**src/rtl/acond_entradas.sv**
```systemverilog
// acond_entradas: synchronizes, debounces and hands off coin/select pin codes as single pending events.
// Define CONTADOR_MONEDAS_EN to add the saturating coin_cnt output.
module acond_canal #(parameter int DEB_CICLOS = 16) (
  input  logic       clk,
  input  logic       rst,
  input  logic [1:0] pin,
  input  logic       ack,
  output logic [1:0] code,
  output logic       vld,
  output logic       evt
);
  localparam logic [1:0] IDLE = 2'd0, FILTRO = 2'd1, VALIDO = 2'd2, SUELTA = 2'd3;
  localparam logic [7:0] FIN_FILTRO = 8'(DEB_CICLOS - 2);
  localparam logic [7:0] FIN_SUELTA = 8'(DEB_CICLOS - 1);
  logic [1:0] s1, s2, cand, state;
  logic [7:0] cnt;
  assign evt = state == VALIDO;
  always_ff @(posedge clk or posedge rst)
    if (rst) begin
      s1    <= '0;
      s2    <= '0;
      cand  <= '0;
      state <= IDLE;
      cnt   <= '0;
      code  <= '0;
      vld   <= 1'b0;
    end else begin
      s1 <= pin;
      s2 <= s1;
      // a fresh event may replace the pending one only when it is acknowledged in the same cycle
      if (evt && (!vld || ack)) begin
        code <= cand;
        vld  <= 1'b1;
      end else if (ack) vld <= 1'b0;
      case (state)
        IDLE: if (s2 != 2'b00) begin
          cand  <= s2;
          cnt   <= '0;
          state <= FILTRO;
        end
        FILTRO: if (s2 != cand) state <= IDLE;
        else begin
          cnt <= cnt + 8'd1;
          if (cnt == FIN_FILTRO) state <= VALIDO;
        end
        VALIDO: begin
          cnt   <= '0;
          state <= SUELTA;
        end
        default: if (s2 != 2'b00) cnt <= '0;
        else if (cnt == FIN_SUELTA) state <= IDLE;
        else cnt <= cnt + 8'd1;
      endcase
    end
endmodule

module acond_entradas #(parameter int DEB_CICLOS = 16) (
  input  logic       clk,
  input  logic       rst,
  input  logic [1:0] moneda_in,
  input  logic [1:0] sel_in,
  input  logic       moneda_ack,
  input  logic       sel_ack,
  output logic [1:0] moneda_out,
  output logic       moneda_vld,
  output logic [1:0] sel_out,
  output logic       sel_vld,
`ifdef CONTADOR_MONEDAS_EN
  output logic [7:0] coin_cnt,
`endif
  output logic       err
);
  logic evt_m, evt_s;
  acond_canal #(.DEB_CICLOS(DEB_CICLOS)) u_moneda (
    .clk(clk), .rst(rst), .pin(moneda_in), .ack(moneda_ack),
    .code(moneda_out), .vld(moneda_vld), .evt(evt_m)
  );
  acond_canal #(.DEB_CICLOS(DEB_CICLOS)) u_sel (
    .clk(clk), .rst(rst), .pin(sel_in), .ack(sel_ack),
    .code(sel_out), .vld(sel_vld), .evt(evt_s)
  );
  always_ff @(posedge clk or posedge rst)
    if (rst) err <= 1'b0;
    else err <= (evt_m && moneda_vld && !moneda_ack) || (evt_s && sel_vld && !sel_ack);
`ifdef CONTADOR_MONEDAS_EN
  always_ff @(posedge clk or posedge rst)
    if (rst) coin_cnt <= '0;
    else if (evt_m && (!moneda_vld || moneda_ack) && coin_cnt != 8'hff) coin_cnt <= coin_cnt + 8'd1;
`endif
endmodule

```
**config.mk**
```make
export PLATFORM = sky130hd
export DESIGN_NAME = acond_entradas
export DESIGN_NICKNAME = d
export VERILOG_FILES = /design/src/rtl/acond_entradas.sv
export SDC_FILE = /design/constraint.sdc
export NUM_CORES = 1
export LEC_CHECK = 0
export BUFFER_PORTS_ARGS = -buffer_cell sky130_fd_sc_hd__buf_4
export CAP_MARGIN = 20
export CELL_PAD_IN_SITES_DETAIL_PLACEMENT = 0
export CELL_PAD_IN_SITES_GLOBAL_PLACEMENT = 1
export CORE_AREA = 2 2 67 69
export CTS_CLUSTER_DIAMETER = 40
export DETAILED_ROUTE_END_ITERATION = 12
export DIE_AREA = 0 0 69 71
export PLACE_DENSITY = 0.86
export SLEW_MARGIN = 0
export SYNTH_ARGS = -nofsm -noshare
export SYNTH_HDL_FRONTEND = slang
export SYNTH_SLANG_ARGS = --single-unit
export TNS_END_PERCENT = 50
```
**constraint.sdc**
```tcl
create_clock -name clk -period 6.7 [get_ports clk]
set_clock_uncertainty 0.15 [all_clocks]
set_input_delay 1.675 -clock clk [delete_from_list [all_inputs] [get_ports clk]]
set_output_delay 1.675 -clock clk [all_outputs]
set_load 0.01 [all_outputs]
```
==> results of run 1 <==
## power by group
group | switching (uW) | internal, uW | leakage (uW)
Combinational | 176 | 120 | 0.000534
Clock | 80.9 | 120 | 0.0000612
Sequential | 48.1 | 281 | 0.000501
## layer usage
metal  up-vias  GRT usage [%]
met2        16           24.3
li1        756              -
met5         -              0
met3         6           3.85
met1       680           24.1
met4         0           4.58
## through the flow
stage               area, um2  hold slack, ps  instances  power [uW]
finish                   2280             200        277         825
global placement         2160             181        269         627
detailed placement       2160             185        269         632
CTS                      2280             202        277         835
floorplan                2000             181        204         555
global route             2280             209        277         896
## sequential cells by signal (all words and copies together), names as in the netlist
signal          count
u_moneda.cnt        8
u_sel.cnt           8
u_moneda.cand       2
u_moneda.code       2
u_moneda.s1         2
u_moneda.s2         2
u_moneda.state      2
u_sel.cand          2
u_sel.code          2
u_sel.s1            2
u_sel.s2            2
u_sel.state         2
err                 1
u_moneda.vld        1
u_sel.vld           1
## kinds of logic after synthesis
group / after synthesis / synth area share (%)
xor gates and xnor gates: 4 / 1.75
buffers and inverters: 13 / 2.87
DFF: 39 / 48.7
and+or+nand+nor: 80 / 19.6
adders and majority gates: 13 / 8.12
AOI/OAI and AO/OA: 48 / 15.2
muxes: 7 / 3.75
## cell type report
class	instances	area share (%)
Multi-Input combinational cell	152	42.5
Tap cell	52	2.85
Inverter	11	1.81
Timing Repair Buffer	15	4.93
Clock inverter	2	1.54
Clock buffer	6	3.62
Sequential cell	39	42.8
## layout by cell type, fill, tap and decap left out, drive strengths merged, types with 6 or more instances in the layout
| cell type | n |
|---|---|
| dfrtp | 39 |
| nand2 | 28 |
| o21ai | 23 |
| buf | 15 |
| nor2 | 14 |
| nand3 | 14 |
| o31ai | 13 |
| ha | 13 |
| inv | 11 |
| nand2b | 6 |
| and3 | 6 |
| clkbuf | 6 |
## worst paths after layout
kind | from | to | slack (ps) | cells past startpoint
min reg2reg | u_moneda.s1[1] | u_moneda.s2[1] | 200 | 0
max | u_sel.code[1] | sel_out[1] | 4040 | 1
min | u_moneda.s1[1] | u_moneda.s2[1] | 200 | 0
max reg2reg | u_sel.cnt[4] | u_sel.cnt[7] | 4320 | 5
max in group asynchronous | rst | u_moneda.s2[1] | 4700 | 3
min in group asynchronous | rst | u_sel.vld | 1340 | 3
==> impl_results.md, run 1 <==
- Vias in the first global route: roughly 1400
- # IOs: 15
- Status: complete, no violations
- DRT Wirelength: 3620 um
- # fillers: around 400
- Nets: between 200 and 250
- CP top delay family: flip-flops
- Crit-path max FO: 2
- Setup Buffers After CTS: 0
- DRT Pass-1 Iters: 4
- Top cells by area, synth: dfrtp_1 (49%), ha_1 (8.1%), nand2_1 (5.2%), o21ai_0 (5.2%), o31ai_1 (4.9%)
- CP required: 4880 ps
- Vias: around 1500
- Ys flop type: dfrtp_1
- Final hold vios: 0
- First-pass GRT wire length: about 6500 um
- Total GRT Usage: 16.3%
- Final WS setup: 4040 ps
- Power Density: about 360 nW/um2
- Slew at the pin closest to its max-slew limit: around 700 ps
- Top layer in use: met4
- H-Tree Depth: 2
- Drt via density: 5.26
- Clock Path Buffers: 2
- CTS Root Buffer Type: clkbuf_8
- Max-slew violation count: 0
- # DRC: 0
- Syn Std Cell Area: approximately 2000 um2
- Layout cell share with drive strength beyond 1: around 14%
- RSZ-0062 raised after global routing: no
- Post-cts repair resize count: 0
- Aggregate global routing overflow: 0
- Yosys reg bits: 39
- Place WS: around 4000 ps
- EDFF count, synth: 0
- Synth area leader: dfrtp_1
- Initial antenna violation count: 0
- Worst setup path class: flop to output port
- Post-synth top area share: 48.7%
- Max stage delay on crit path: 400 ps
- Initial DRC count: 129
- CTS sink cnt: 39
- Mapped Avg Cell Area: about 9.8 um2
- Worst-path clk slew: ~80 ps
- Met3 WL post-DR: slightly above 100 um
- Met2 WL: about 1600 um
- TNS Setup: 0 ps
- Finish-stage setup viols: 0
- # diodes: 0
- Starting Density: 47.6%
- Detail Route Antenna Nets: 0
- Setup crit end kind: output port
- HP Class: flop to flop
- CTS buffer count: 5
- Leak pwr: around 0.0011 uW
- Syn nets: 225
- Hold_buf cts: 0
- WP data arrival: just over 800 ps
- Met1 Routed Length: between 1500 and 2000 um
- Cell row count: 24
- Share of flip-flops with an asynchronous set or reset: 100%
- Post-synthesis instance total: 204
- Yosys warnings: 0
- Slew HR: approximately 52%
- Chip width: 69 um
- Post-synth top cells: dfrtp_1 (39), nand2_1 (28), o21ai_0 (21), nor2_1 (14)
- Final Util: 54.3%
- P&R area growth vs syn: 13.9%
- Register Area: 976 um2
- Skew-Pair Late Insertion Delay: about 290 ps
- Sequential area share after synthesis: about half
- Max Clock Freq: between 300 and 400 MHz
- Die Y: between 70 and 80 um
- CTS tree: yes
- Gpl congestion: about 0.80
- Dpl hpwl: approximately 2600 um
- Largest net degree at the start of global routing: 40
- Most frequent cell after synthesis: dfrtp_1
- Final min period: approximately 2700 ps
- Final worst path period share: about 40%
- Yosys cell types: 37
- Port Buffers: 14
- Buf/Inv on CP: 1
- Critical-path cell with the highest stage delay: dfrtp_1
- Multi-input gate area: a little under 1000 um2
- Die footprint: 4900 um2
- Placeable Area: ~4200 um2
- Setup crit start kind: flop
- Worst IR Drop VDD: between 0.1 and 0.15 mV
- MaxCap Viol Count: 0
- WL per Instance: ~13 um
- Critical-path cell list: buf_4
No activity file was read; power rests on OpenSTA's default activity.
==> run 2: changes to the inputs <==
--- a/config.mk
+++ b/config.mk
@@ -9,11 +9,11 @@
 export CAP_MARGIN = 20
 export CELL_PAD_IN_SITES_DETAIL_PLACEMENT = 0
 export CELL_PAD_IN_SITES_GLOBAL_PLACEMENT = 1
-export CORE_AREA = 2 2 67 69
+export CORE_AREA = 2 2 73 75
 export CTS_CLUSTER_DIAMETER = 40
 export DETAILED_ROUTE_END_ITERATION = 12
-export DIE_AREA = 0 0 69 71
-export PLACE_DENSITY = 0.86
+export DIE_AREA = 0 0 75 77
+export PLACE_DENSITY = 0.77
 export SLEW_MARGIN = 0
 export SYNTH_ARGS = -nofsm -noshare
 export SYNTH_HDL_FRONTEND = slang
==> constraint.sdc (replaced) <==
create_clock -name clk -period 2.44 [get_ports clk]
set_clock_uncertainty 0.15 [all_clocks]
set_input_delay 0.61 -clock clk [delete_from_list [all_inputs] [get_ports clk]]
set_output_delay 0.61 -clock clk [all_outputs]
set_load 0.01 [all_outputs]
==> impl_results.md, run 2 (same netlist as run 1, synthesis figures left out) <==
- DRT Wirelength: 3590 um (was 3620 um)
- Critical-path cell with the highest stage delay: or4_4 (was dfrtp_1)
- CTS buffer count: 5 (unchanged)
- Setup crit end kind: flop (was output port)
- CP top delay family: simple AND/OR/NAND/NOR gates (was flip-flops)
- Status: complete, no violations (unchanged)
- Worst setup path class: flop to flop (was flop to output port)
- TNS Setup: 0 ps (unchanged)
- Die footprint: 5780 um2 (was 4900 um2)
- Finish-stage setup viols: 0 (unchanged)
- Placeable Area: 4980 um2 (was 4200 um2)
- Dpl hpwl: 2670 um (was 2610 um)
- Clock Path Buffers: 2 (unchanged)
- P&R area growth vs syn: 17.1% (was 13.9%)
- Most frequent cells in the layout: dfrtp_1 (39), nand2_1 (28), o21ai_0 (21) (unchanged)
- CTS tree: yes (unchanged)
- First-pass GRT wire length: 6750 um (was 6520 um)
- WP data arrival: 2280 ps (was 830 ps)
- Final worst path period share: approximately 93%
- Total GRT Usage: 14.9% (was 16.3%)
- Setup Buffers After CTS: 0 (unchanged)
- HP Class: flop to flop (unchanged)
- Final hold vios: 0 (unchanged)
- Max-slew violation count: 0 (unchanged)
- Max stage delay on crit path: 540 ps (was 400 ps)
- DRT Pass-1 Iters: 4 (unchanged)
- Vias: 1505 (was 1458)
- Starting Density: 40.2% (was 47.6%)
- Layout cell share with drive strength beyond 1: 15.7% (was 13.8%)
- Area after DPL: 2220 um2 (was 2160 um2)
- Setup crit start kind: flop (unchanged)
- # IOs: 15 (unchanged)
- CP required: 2450 ps (was 4880 ps)
- Gpl congestion: 0.777 (was 0.796)
- Fin area: 2350 um2 (was 2280 um2)
- Crit-path max FO: 7 (was 2)
- Detail Route Antenna Nets: 0 (unchanged)
- # fillers: 477 (was 402)
- WL per Instance: 12.0 um (was 13.1 um)
- H-Tree Depth: 2 (unchanged)
- Drt via density: 5.02 (was 5.26)
- Post-cts repair resize count: 0 (unchanged)
- Port Buffers: 14 (unchanged)
- Largest net degree at the start of global routing: 40 (unchanged)
- Die Y: 77 um (was 71 um)
- # diodes: 0 (unchanged)
- Max Clock Freq: 441 MHz
- Initial antenna violation count: 0 (unchanged)
- CTS Root Buffer Type: clkbuf_8 (unchanged)
- Worst-path clk slew: 80 ps (about the same)
- # DRC: 0 (unchanged)
- RSZ-0062 raised after global routing: no (unchanged)
- Skew-Pair Late Insertion Delay: 280 ps (was 290 ps)
- Cell row count: 26 (was 24)
- Slew HR: 62.1% (was 52.3%)
- MaxCap Viol Count: 0 (unchanged)
- Leak pwr: 0.00112 uW (was 0.00110 uW)
- Final min period: about 2300 ps
- CTS sink cnt: 39 (unchanged)
- Most common cell after layout, fill and taps aside: dfrtp_1 (unchanged)
- Power Density: 998 nW/um2 (was 362 nW/um2)
- Hold_buf cts: 0 (unchanged)
- Initial DRC count: 56 (was 129)
- Slew at the pin closest to its max-slew limit: 555 ps (was 696 ps)
- Critical-path cell list: or4_4, or4b_1, nand3_2, or2_1, o31ai_1 (was buf_4)
- Chip width: 75 um (was 69 um)
- Vias in the first global route: 1528 (was 1409)
- Worst IR Drop VDD: 0.317 mV (was 0.132 mV)
- Nets: 250 (was 245)
- Largest registers: u_moneda.cnt (8), u_sel.cnt (8) (unchanged)
- Buf/Inv on CP: 0 (was 1)
- Aggregate global routing overflow: 0 (unchanged)
==> run 2: cell types whose count changed in the layout (fill, tap and decap cells not counted) <==
cell      previous run  this run
inv_6                0         1
buf_4               15        20
clkinv_2             1         0
==> run 2: metrics by stage <==
stage	cells	hold WS [ps]	setup slack [ps]	power (uW)	util (%)
floorplan	204	181	293	1520	-
global placement	292	182	222	1790	44.7
detailed placement	292	185	201	1790	44.7
CTS	300	203	177	2370	47.1
global route	300	226	13.2	2560	47.1
finish	300	202	173	2340	47.1
==> run 2: path summary, 6_finish.rpt <==
path | from | to | slack [ps] | cells after the start
max | u_sel.cnt[5] | u_sel.cnt[5] | 170 | 5
min | u_sel.s1[1] | u_sel.s2[1] | 200 | 0
max reg2reg | u_sel.cnt[5] | u_sel.cnt[5] | 170 | 5
min reg2reg | u_sel.s1[1] | u_sel.s2[1] | 200 | 0
max in group asynchronous | rst | u_sel.state[0] | 1520 | 3
min in group asynchronous | rst | u_sel.s1[0] | 290 | 3
==> run 2: power breakdown <==
part	switching, uW	internal (uW)	total, uW
Clock	233	336	570
Sequential	131	771	902
Combinational	488	382	870
==> run 2: layout make-up <==
type                            count  area, um2  area share [%]
Inverter                           11       41.3            1.76
Multi-Input combinational cell    152        970            41.3
Clock buffer                        6       82.6            3.52
Clock inverter                      2       38.8            1.65
Tap cell                           70       87.6            3.73
Timing Repair Buffer               20        150            6.40
Sequential cell                    39        976            41.6
==> run 2: metal layers <==
layer | part of all wire (%) | vias up | GRT usage (%) | wire, um
li1 | - | 769 | - | -
met1 | 52 | 706 | 20.7 | 1870
met2 | 43 | 28 | 22.1 | 1560
met3 | 3.7 | 2 | 3.42 | 133
met4 | 0.75 | 0 | 5.89 | 27
met5 | 0 | - | 0 | 0
==> run 3: changes to the inputs <==
--- a/config.mk
+++ b/config.mk
@@ -14,6 +14,7 @@
 export DETAILED_ROUTE_END_ITERATION = 12
 export DIE_AREA = 0 0 75 77
 export PLACE_DENSITY = 0.77
+export REMOVE_ABC_BUFFERS = 1
 export SLEW_MARGIN = 0
 export SYNTH_ARGS = -nofsm -noshare
 export SYNTH_HDL_FRONTEND = slang
==> impl_results.md, run 3 (same netlist as run 1, synthesis figures left out) <==
- Layout cell share with drive strength beyond 1: 16.4% (was 15.7%)
- Setup Buffers After CTS: 0 (unchanged)
- Critical-path cell with the highest stage delay: or4_4 (unchanged)
- P&R area growth vs syn: 17.4% (was 17.1%)
- Worst setup path class: flop to flop (unchanged)
- DRT Pass-1 Iters: 4 (unchanged)
- Setup crit end kind: flop (unchanged)
- CP required: 2460 ps (was 2450 ps)
- Status: complete, no violations (unchanged)
- Post-cts repair resize count: 0 (unchanged)
- Max Clock Freq: 440 MHz (was 441 MHz)
- Vias: 1517 (was 1505)
- Non-Filler Instances: 302 (was 300)
- # diodes: 0 (unchanged)
- Skew-Pair Late Insertion Delay: 290 ps (was 280 ps)
- Nets: 252 (was 250)
- Critical-path cell list: or4_4, or4b_1, nand3_2, or2_1, o31ai_1 (unchanged)
- Buf/Inv on CP: 0 (unchanged)
- CTS buffer count: 5 (unchanged)
- CTS Root Buffer Type: clkbuf_8 (unchanged)
- Total GRT Usage: 15.0% (was 14.9%)
- Die footprint: 5780 um2 (unchanged)
- Slew HR: 63.4% (was 62.1%)
- Dpl hpwl: 2600 um (was 2670 um)
- Hold_buf cts: 0 (unchanged)
- Placeable Area: 4980 um2 (unchanged)
- Slew at the pin closest to its max-slew limit: 535 ps (was 555 ps)
- Net Sw Power: 864 uW (was 852 uW)
- Cell Int Power: 1480 uW (was 1490 uW)
- Clock Path Buffers: 2 (unchanged)
- Final Util: 47.3% (was 47.1%)
- DP Cell Count: 294 (was 292)
- HP Class: flop to flop (unchanged)
- CP top delay family: simple AND/OR/NAND/NOR gates (unchanged)
- Clk pwr share: 23.1% (was 24.3%)
- Leak pwr: 0.00113 uW (was 0.00112 uW)
- Initial DRC count: 75 (was 56)
- Initial antenna violation count: 0 (unchanged)
- WP data arrival: 2290 ps (was 2280 ps)
- Final hold vios: 0 (unchanged)
- Finish-stage setup viols: 0 (unchanged)
- RSZ-0062 raised after global routing: no (unchanged)
- Max stage delay on crit path: 560 ps (was 540 ps)
- Drt via density: 5.02 (about the same)
- Die Y: 77 um (unchanged)
- Final min period: 2270 ps (about the same)
- Port Buffers: 14 (unchanged)
- Worst IR Drop VDD: 0.342 mV (was 0.317 mV)
- Chip width: 75 um (unchanged)
- CTS tree: yes (unchanged)
- Most frequent cells in the layout: dfrtp_1 (39), nand2_1 (28), buf_4 (22) (was dfrtp_1 (39), nand2_1 (28), o21ai_0 (21))
- H-Tree Depth: 2 (unchanged)
- Gpl congestion: 0.739 (was 0.777)
- Largest registers: u_moneda.cnt (8), u_sel.cnt (8) (unchanged)
- CTS sink cnt: 39 (unchanged)
- Largest net degree at the start of global routing: 40 (unchanged)
- Min Hold Slack: 202 ps (about the same)
- Final worst path period share: 93.1% (was 92.9%)
- Crit-path max FO: 7 (unchanged)
- Power Density: 996 nW/um2 (was 998 nW/um2)
- DRT Wirelength: 3680 um (was 3590 um)
- Worst-path clk slew: 80 ps (about the same)
- Setup crit start kind: flop (unchanged)
- # fillers: 467 (was 477)
- Multi-input gate area: 970 um2 (unchanged)
- Cell row count: 26 (unchanged)
- # DRC: 0 (unchanged)
- Vias in the first global route: 1485 (was 1528)
- Sw frac: 36.9% (was 36.4%)
- Max-slew violation count: 0 (unchanged)
- First-pass GRT wire length: 6750 um (unchanged)
- WL per Instance: 12.2 um (was 12.0 um)
- Detail Route Antenna Nets: 0 (unchanged)
- MaxCap Viol Count: 0 (unchanged)
- Logic pwr share: 38.3% (was 37.1%)
- TNS Setup: 0 ps (unchanged)
- Starting Density: 40.2% (unchanged)
- Sequential share of power: 38.6% (was 38.5%)
- Aggregate global routing overflow: 0 (unchanged)
- Register Area: 976 um2 (unchanged)
- # IOs: 15 (unchanged)
- Most common cell after layout, fill and taps aside: dfrtp_1 (unchanged)
[run 3: changes by cell type in the layout (fill, tap and decap cells not counted), sizes merged]
cell    previous run  this run
clkbuf             6         5
clkinv             0         2
buf               20        22
inv               12        11
[run 3: path summary, 6_finish.rpt]
kind                         startpoint              to  slack [ps]  cells past startpoint
hold / removal              u_sel.s1[1]     u_sel.s2[1]         200                      0
hold reg to reg             u_sel.s1[1]     u_sel.s2[1]         200                      0
min in group asynchronous           rst  u_moneda.s1[0]         270                      3
setup reg to reg           u_sel.cnt[4]    u_sel.cnt[3]         170                      5
max in group asynchronous           rst    u_sel.cnt[4]        1510                      3
setup / recovery           u_sel.cnt[4]    u_sel.cnt[3]         170                      5
[run 3: final cells by class]
| class | instances | share of cell area [%] |
|---|---|---|
| clock buffers | 5 | 2.93 |
| clock inverters | 3 | 1.86 |
| inverters | 11 | 1.76 |
| multi-input cells | 152 | 41.2 |
| flip-flops and latches | 39 | 41.5 |
| well taps | 70 | 3.72 |
| repair buffers | 22 | 7.02 |
[run 3: worst register-to-register path, delay by kind of cell, from the launching register on]
kind / cells / cell delay, ps
AND/OR/NAND/NOR: 4 / 1450
AO/OA/AOI/OAI: 1 / 130
flip-flops: 1 / 420
[run 3: power groups by stage]
| stage | clock, uW | sequential, uW | combinational [uW] |
|---|---|---|---|
| final | 542 | 904 | 898 |
| after global routing | 593 | 931 | 1030 |
| after CTS | 560 | 906 | 905 |
| after detailed placement | 0 | 918 | 902 |
| after global placement | 0 | 917 | 905 |
| after floorplan | 0 | 896 | 598 |
[run 3: per-layer routing]
layer	vias up	part of all wire, %	GRT usage (%)
met3	7	4.6	4.99
li1	769	-	-
met5	-	0	0
met2	34	43	22.2
met1	707	50	20.2
met4	0	1.7	5.36
[run 3: metrics by stage]
step / setup slack, ps / power, uW / cell area (um2)
after floorplan: 272 / 1490 / 1990
after global placement: 217 / 1820 / 2240
after detailed placement: 181 / 1820 / 2240
after CTS: 164 / 2370 / 2350
after global routing: 50.8 / 2550 / 2350
final: 169 / 2340 / 2350
